==> src/rtl/washer_pkg.sv <==
// Shared washing-machine definitions: drum controller state encoding,
// standard spin speeds and default ramp timing.
package washer_pkg;

  localparam int unsigned SPEED_W = 11;
  localparam int unsigned RETRY_W = 2;

  typedef enum logic [2:0] {
    ST_IDLE      = 3'd0,
    ST_RAMP_UP   = 3'd1,
    ST_HOLD      = 3'd2,
    ST_RAMP_DOWN = 3'd3,
    ST_BACKOFF   = 3'd4,
    ST_SETTLE    = 3'd5,
    ST_FAULT     = 3'd6
  } drum_state_e;

  localparam logic [SPEED_W-1:0] SPIN_OFF  = 11'd0;
  localparam logic [SPEED_W-1:0] SPIN_LOW  = 11'd400;
  localparam logic [SPEED_W-1:0] SPIN_MED  = 11'd800;
  localparam logic [SPEED_W-1:0] SPIN_HIGH = 11'd1200;
  localparam logic [SPEED_W-1:0] SPIN_MAX  = 11'd1400;

  localparam int unsigned DEF_STEP_RPM = 100;
  localparam int unsigned DEF_TICK_DIV = 5;

endpackage

==> src/rtl/ramp_tick_gen.sv <==
// Prescaler producing one tick every DIV enabled cycles; hold freezes the
// count, clear restarts it.
module ramp_tick_gen #(
  parameter int unsigned DIV = 5
) (
  input  logic clk,
  input  logic reset,
  input  logic clear,
  input  logic hold,
  output logic tick
);

  localparam int unsigned CW = (DIV > 1) ? $clog2(DIV) : 1;

  logic [CW-1:0] count_q, count_d;
  logic          at_end;

  assign at_end = (count_q == CW'(DIV - 1));
  // Tick must not depend on clear: clear is derived from the parent's next state.
  assign tick   = at_end && !hold;

  always_comb begin
    count_d = count_q;
    if (clear) begin
      count_d = '0;
    end else if (!hold) begin
      count_d = at_end ? '0 : count_q + CW'(1);
    end
  end

  always_ff @(posedge clk) begin
    if (reset) count_q <= '0;
    else       count_q <= count_d;
  end

endmodule

==> src/rtl/drum_speed_ramp_controller.sv <==
// Drum motor speed sequencer: stepped ramps toward the requested speed,
// vibration back-off with bounded retries, and a latched fault ramp-down.
module drum_speed_ramp_controller
  import washer_pkg::*;
#(
  parameter int unsigned STEP_RPM     = DEF_STEP_RPM,
  parameter int unsigned TICK_DIV     = DEF_TICK_DIV,
  parameter int unsigned BACKOFF_RPM  = 400,
  parameter int unsigned SETTLE_TICKS = 10,
  parameter int unsigned MAX_RETRIES  = 3
) (
  input  logic               clk,
  input  logic               reset,
  input  logic               enable,
  input  logic [SPEED_W-1:0] target_speed,
  input  logic               pause,
  input  logic               vibration_sensor,
  output logic [SPEED_W-1:0] drum_motor,
  output logic               at_speed,
  output logic               ramping,
  output logic               vibration_fault,
  output logic [RETRY_W-1:0] retry_count
);

  localparam int unsigned SW = (SETTLE_TICKS > 1) ? $clog2(SETTLE_TICKS) : 1;

  drum_state_e        state_q, state_d;
  logic [SPEED_W-1:0] drum_q, drum_d;
  logic [RETRY_W-1:0] retry_q, retry_d;
  logic [SW-1:0]      settle_q, settle_d;
  logic               at_speed_q, at_speed_d;
  logic               ramping_q, ramping_d;
  logic               fault_q, fault_d;

  logic [SPEED_W-1:0] goal;
  logic               tick, tick_clear, settle_restart, vib_event;
  logic [SPEED_W:0]   up_sum;
  logic signed [SPEED_W:0] dn_diff;
  logic [SPEED_W-1:0] up_next, dn_next, fault_next;

  assign goal = enable ? target_speed : SPIN_OFF;

  // Step arithmetic is one bit wider so neither direction can wrap.
  assign up_sum     = {1'b0, drum_q} + 12'(STEP_RPM);
  assign up_next    = (up_sum > {1'b0, goal}) ? goal : up_sum[SPEED_W-1:0];
  assign dn_diff    = $signed({1'b0, drum_q}) - $signed(12'(STEP_RPM));
  assign dn_next    = (dn_diff < $signed({1'b0, goal})) ? goal : dn_diff[SPEED_W-1:0];
  assign fault_next = dn_diff[SPEED_W] ? SPIN_OFF : dn_diff[SPEED_W-1:0];

  assign vib_event = vibration_sensor && (drum_q > 11'(BACKOFF_RPM)) &&
                     ((state_q == ST_RAMP_UP) || (state_q == ST_HOLD));

  assign tick_clear = (state_q == ST_IDLE) || (state_d != state_q) || settle_restart;

  ramp_tick_gen #(.DIV(TICK_DIV)) u_tick (
    .clk   (clk),
    .reset (reset),
    .clear (tick_clear),
    .hold  (pause),
    .tick  (tick)
  );

  always_ff @(posedge clk) begin
    if (reset) begin
      state_q    <= ST_IDLE;
      drum_q     <= SPIN_OFF;
      retry_q    <= '0;
      settle_q   <= '0;
      at_speed_q <= 1'b0;
      ramping_q  <= 1'b0;
      fault_q    <= 1'b0;
    end else begin
      state_q    <= state_d;
      drum_q     <= drum_d;
      retry_q    <= retry_d;
      settle_q   <= settle_d;
      at_speed_q <= at_speed_d;
      ramping_q  <= ramping_d;
      fault_q    <= fault_d;
    end
  end

  // Next state; vibration outranks goal changes, which outrank ticks.
  always_comb begin
    state_d        = state_q;
    drum_d         = drum_q;
    retry_d        = retry_q;
    settle_d       = settle_q;
    settle_restart = 1'b0;
    case (state_q)
      ST_IDLE: begin
        drum_d  = SPIN_OFF;
        retry_d = '0;
        if (goal != SPIN_OFF) state_d = ST_RAMP_UP;
      end
      ST_RAMP_UP, ST_HOLD: begin
        if (vib_event) begin
          if (retry_q == RETRY_W'(MAX_RETRIES)) begin
            state_d = ST_FAULT;
          end else begin
            retry_d = retry_q + RETRY_W'(1);
            drum_d  = 11'(BACKOFF_RPM);
            state_d = ST_BACKOFF;
          end
        end else if (goal < drum_q) begin
          state_d = ST_RAMP_DOWN;
        end else if (goal == drum_q) begin
          state_d = (goal == SPIN_OFF) ? ST_IDLE : ST_HOLD;
        end else if (state_q == ST_HOLD) begin
          state_d = ST_RAMP_UP;
        end else if (tick) begin
          drum_d = up_next;
          if (up_next == goal) state_d = ST_HOLD;
        end
      end
      ST_RAMP_DOWN: begin
        if (goal > drum_q) begin
          state_d = ST_RAMP_UP;
        end else if (goal == drum_q) begin
          state_d = (goal == SPIN_OFF) ? ST_IDLE : ST_HOLD;
        end else if (tick) begin
          drum_d = dn_next;
          if (dn_next == goal) state_d = (goal == SPIN_OFF) ? ST_IDLE : ST_HOLD;
        end
      end
      ST_BACKOFF: begin
        settle_d = '0;
        state_d  = ST_SETTLE;
      end
      ST_SETTLE: begin
        if (!enable) begin
          state_d = ST_RAMP_DOWN;
        end else if (vibration_sensor) begin
          settle_d       = '0;
          settle_restart = 1'b1;
        end else if (tick) begin
          if (settle_q == SW'(SETTLE_TICKS - 1)) begin
            if (goal > drum_q)      state_d = ST_RAMP_UP;
            else if (goal < drum_q) state_d = ST_RAMP_DOWN;
            else                    state_d = ST_HOLD;
          end else begin
            settle_d = settle_q + SW'(1);
          end
        end
      end
      ST_FAULT: begin
        if (drum_q == SPIN_OFF) begin
          if (!enable) begin
            state_d = ST_IDLE;
            retry_d = '0;
          end
        end else if (tick) begin
          drum_d = fault_next;
        end
      end
      default: state_d = ST_IDLE;
    endcase

    at_speed_d = (state_d == ST_HOLD) && (drum_d == goal);
    ramping_d  = (state_d == ST_RAMP_UP) || (state_d == ST_RAMP_DOWN) ||
                 ((state_d == ST_FAULT) && (drum_d != SPIN_OFF));
    fault_d    = (state_d == ST_FAULT);
  end

  assign drum_motor      = drum_q;
  assign at_speed        = at_speed_q;
  assign ramping         = ramping_q;
  assign vibration_fault = fault_q;
  assign retry_count     = retry_q;

endmodule

==> config.mk <==
export PLATFORM = sky130hd
export DESIGN_NAME = drum_speed_ramp_controller
export DESIGN_NICKNAME = d
export VERILOG_FILES = /design/src/rtl/washer_pkg.sv /design/src/rtl/ramp_tick_gen.sv /design/src/rtl/drum_speed_ramp_controller.sv
export SDC_FILE = /design/constraint.sdc
export NUM_CORES = 1
export LEC_CHECK = 0
export CAP_MARGIN = 30
export CELL_PAD_IN_SITES_DETAIL_PLACEMENT = 0
export CELL_PAD_IN_SITES_GLOBAL_PLACEMENT = 1
export CORE_ASPECT_RATIO = 0.75
export CORE_UTILIZATION = 45
export DETAILED_ROUTE_END_ITERATION = 10
export DONT_BUFFER_PORTS = 1
export PLACE_DENSITY_LB_ADDON = 0.3
export SYNTH_ARGS = -nofsm -noshare
export SYNTH_HDL_FRONTEND = slang
export SYNTH_HIERARCHICAL = 1
export SYNTH_SLANG_ARGS = --single-unit
==> constraint.sdc <==
create_clock -name clk -period 5.5 [get_ports clk]
set_clock_uncertainty 0.2 [all_clocks]
set_input_delay 1.1 -clock clk [delete_from_list [all_inputs] [get_ports clk]]
set_output_delay 1.1 -clock clk [all_outputs]
set_load 0.005 [all_outputs]
==> results.cfg <==
[global_route]
grt_pass1_vias = 5160
grt-ovfl-total = 0
grt_max_degree = 27
antenna_found_initial = 1
grtUsageTotal_pct = 41.6
grt_pass1_wl_um = 31000

[drt]
vias_per_cell = 7.29
drc = 0
drtPass1Iterations = 7
ant_nets = 0
drt_iter0_drc = 957
wl_um = 21000
vias = 5596
avgRoutedWirePerCell_um = 27.4

[die]
boundaryPins = 32
fp.coreArea_um2 = 9270
fp-row-count = 30
fp.dieArea_um2 = 10200
die_width_um = 116
start_util_pct = 47.7
die_h_um = 87.8

[synthesis]
synth_flop_cell = dfxtp_1
synth_area_um2 = 4420
ys_ff_latch = 26
ys_async_sr_fraction_pct = 0
syn_nets = 673
yosysMostFrequentCell = nand2_1
synth_cell_types = 85
syn_avg_cell_area_um2 = 7.13
seq_area_frac_synth_pct = 11.8
synth_commonest_cells = nand2_1 (51), nor2_1 (49), a21oi_1 (48), o21ai_0 (40), ha_1 (37)
synth_area_leader_cell = dfxtp_1
yosys-top-cells-area = dfxtp_1 (12%), ha_1 (10%), a21oi_1 (5.4%)
yosys.area.top_type_share_pct = 11.8
synth_enable_flop_cells = 0
yosys_warnings = 6
synth_cells = 620

[power_and_ir_drop]
ir_drop_v = 0.000144
design_power_total_w = 0.000651
powerDensity_nw_per_um2 = 133
p_leak_nw = 1.88

[layout]
final_core_util_pct = 52.6
nFillCells = 987
diodes = 0
drive_gt1_share_pct = 11.4
postLayoutCellArea_um2 = 4880
synthToLayoutAreaGrowth_pct = 10.4
nets = 695

[sta]
whs_ps = 290
setup_viol_count_final = 0
setup_tns_ps = 0
slew_viol_final = 0
finalHoldViolations = 0
rsz0062_at_grt = false
fmax_mhz = 189
slew_headroom_pct = 26.1
timing.final.crit_share_pct = 96.0
fin_crit_ps = 5280
tightestPinTransition_ps = 1100

[clock_tree]
h-tree-depth = 1
clk_pin_slew_ps = 60
cts-root-buf = clkbuf_16
cts_buffer_depth = 2
cts_buffers = 3
clock_sinks = 26
cts_tree = built
clk_latency_ps = 270

[outcome]
status = finished clean

[placed_design]
port_buffers = 0
gp_congestion = 1.08
place_area_um2 = 4810
dp_hpwl_um = 16400

[setup_path]
path_class = flop to flop
cp_num_buf_inv = 1
cp-start-kind = flop
cpPeakStageDelay_ps = 530
cpMaxStageDelayCell = a211oi_1
path_cells = ha_1 > a21oi_1 > a211oi_1 > xnor2_1 > ha_1 > nand3_1 > a2111o_1 > a21boi_1 > buf_4 > or4_1 > and4_1 > nand3_1 > a21boi_1 > o2111ai_1 > a2111oi_2
crit_path_end_kind = flop
r2r_setup_slack_ps = 220
crit_path_max_fanout = 12
crit_arrival_ps = 5250
critical_path.top_delay_family = compound AO/OA/AOI/OAI gates
crit_required_ps = 5470

[flow_run]
cap_violations = 0

[min_path]
worstHoldPathType = flop to flop
## layer usage
metal	vias up	routed length, um	track usage, %	part of all wire [%]
li1	2413	-	-	-
met1	2591	8550	57.7	41
met2	511	7910	56.3	38
met3	79	3720	18.2	18
met4	2	821	14.3	3.9
met5	-	30	0	0.14
## layout make-up
cell class / count / area, um^2 / share of cell area (%)
Tap cell: 128 / 160 / 3.28
Multi-Input combinational cell: 520 / 3600 / 73.8
Sequential cell: 26 / 520 / 10.7
Inverter: 42 / 158 / 3.23
Clock buffer: 3 / 75.1 / 1.54
Timing Repair Buffer: 49 / 368 / 7.54
## final timing paths
path                                     from           to  cells past startpoint
worst max-delay path            drum_motor[2]     at_speed                     15
worst min-delay path              settle_q[3]  settle_q[3]                      2
worst max register to register  drum_motor[2]     at_speed                     15
worst min register to register    settle_q[3]  settle_q[3]                      2
## worst min-delay path, cell delays in order (launching register included)
cell and delay [ps]:
dfxtp_1 320, o21ai_0 70, a21oi_1 60
## where the power goes
part,leakage (nW),switching [W],internal (W)
combinational,1.63,0.000180,0.0000952
sequential,0.210,0.0000167,0.000196
clock,0.0370,0.0000666,0.0000966
total,1.88,0.000264,0.000388
## cells in the final DEF, fill, tap and decap left out, drive strengths merged, types with 12 or more instances in the layout
cell,instances
dfxtp,26
a21oi,49
ha,37
xnor2,26
nor2,50
buf,49
nand3,34
o21ai,42
nor3,13
inv,37
nand2,51
nand4,12
a31oi,13
## state kept, by name (all words and copies together), names as in the netlist
signal / count
settle_q: 4
u_tick/count_q: 3
state_q: 3
drum_motor: 11
retry_count: 2
ramping: 1
vibration_fault: 1
at_speed: 1
## logic make-up after synthesis
logic type,share of synthesized area [%]
buffers and inverters,6.77
DFF,11.8
muxes,1.81
adders and majority gates,10.5
and+or+nand+nor,24.6
AOI/OAI and AO/OA,36.2
xor gates and xnor gates,8.38
## stage by stage
| step | instances | worst slack, ps |
|---|---|---|
| floorplan | 620 | 517 |
| global placement | 765 | -46.1 |
| detailed placement | 765 | 10.3 |
| CTS | 768 | 187 |
| global route | 768 | 145 |
| finish | 768 | 218 |
## repair_timing
item / CTS / global route
endpoints found under the setup margin: 0 / 1
gates resized for setup: 0 / 2
buffers inserted: 0 / 0
hold buffers: 0 / 0
(Power assumes the default switching activity.)
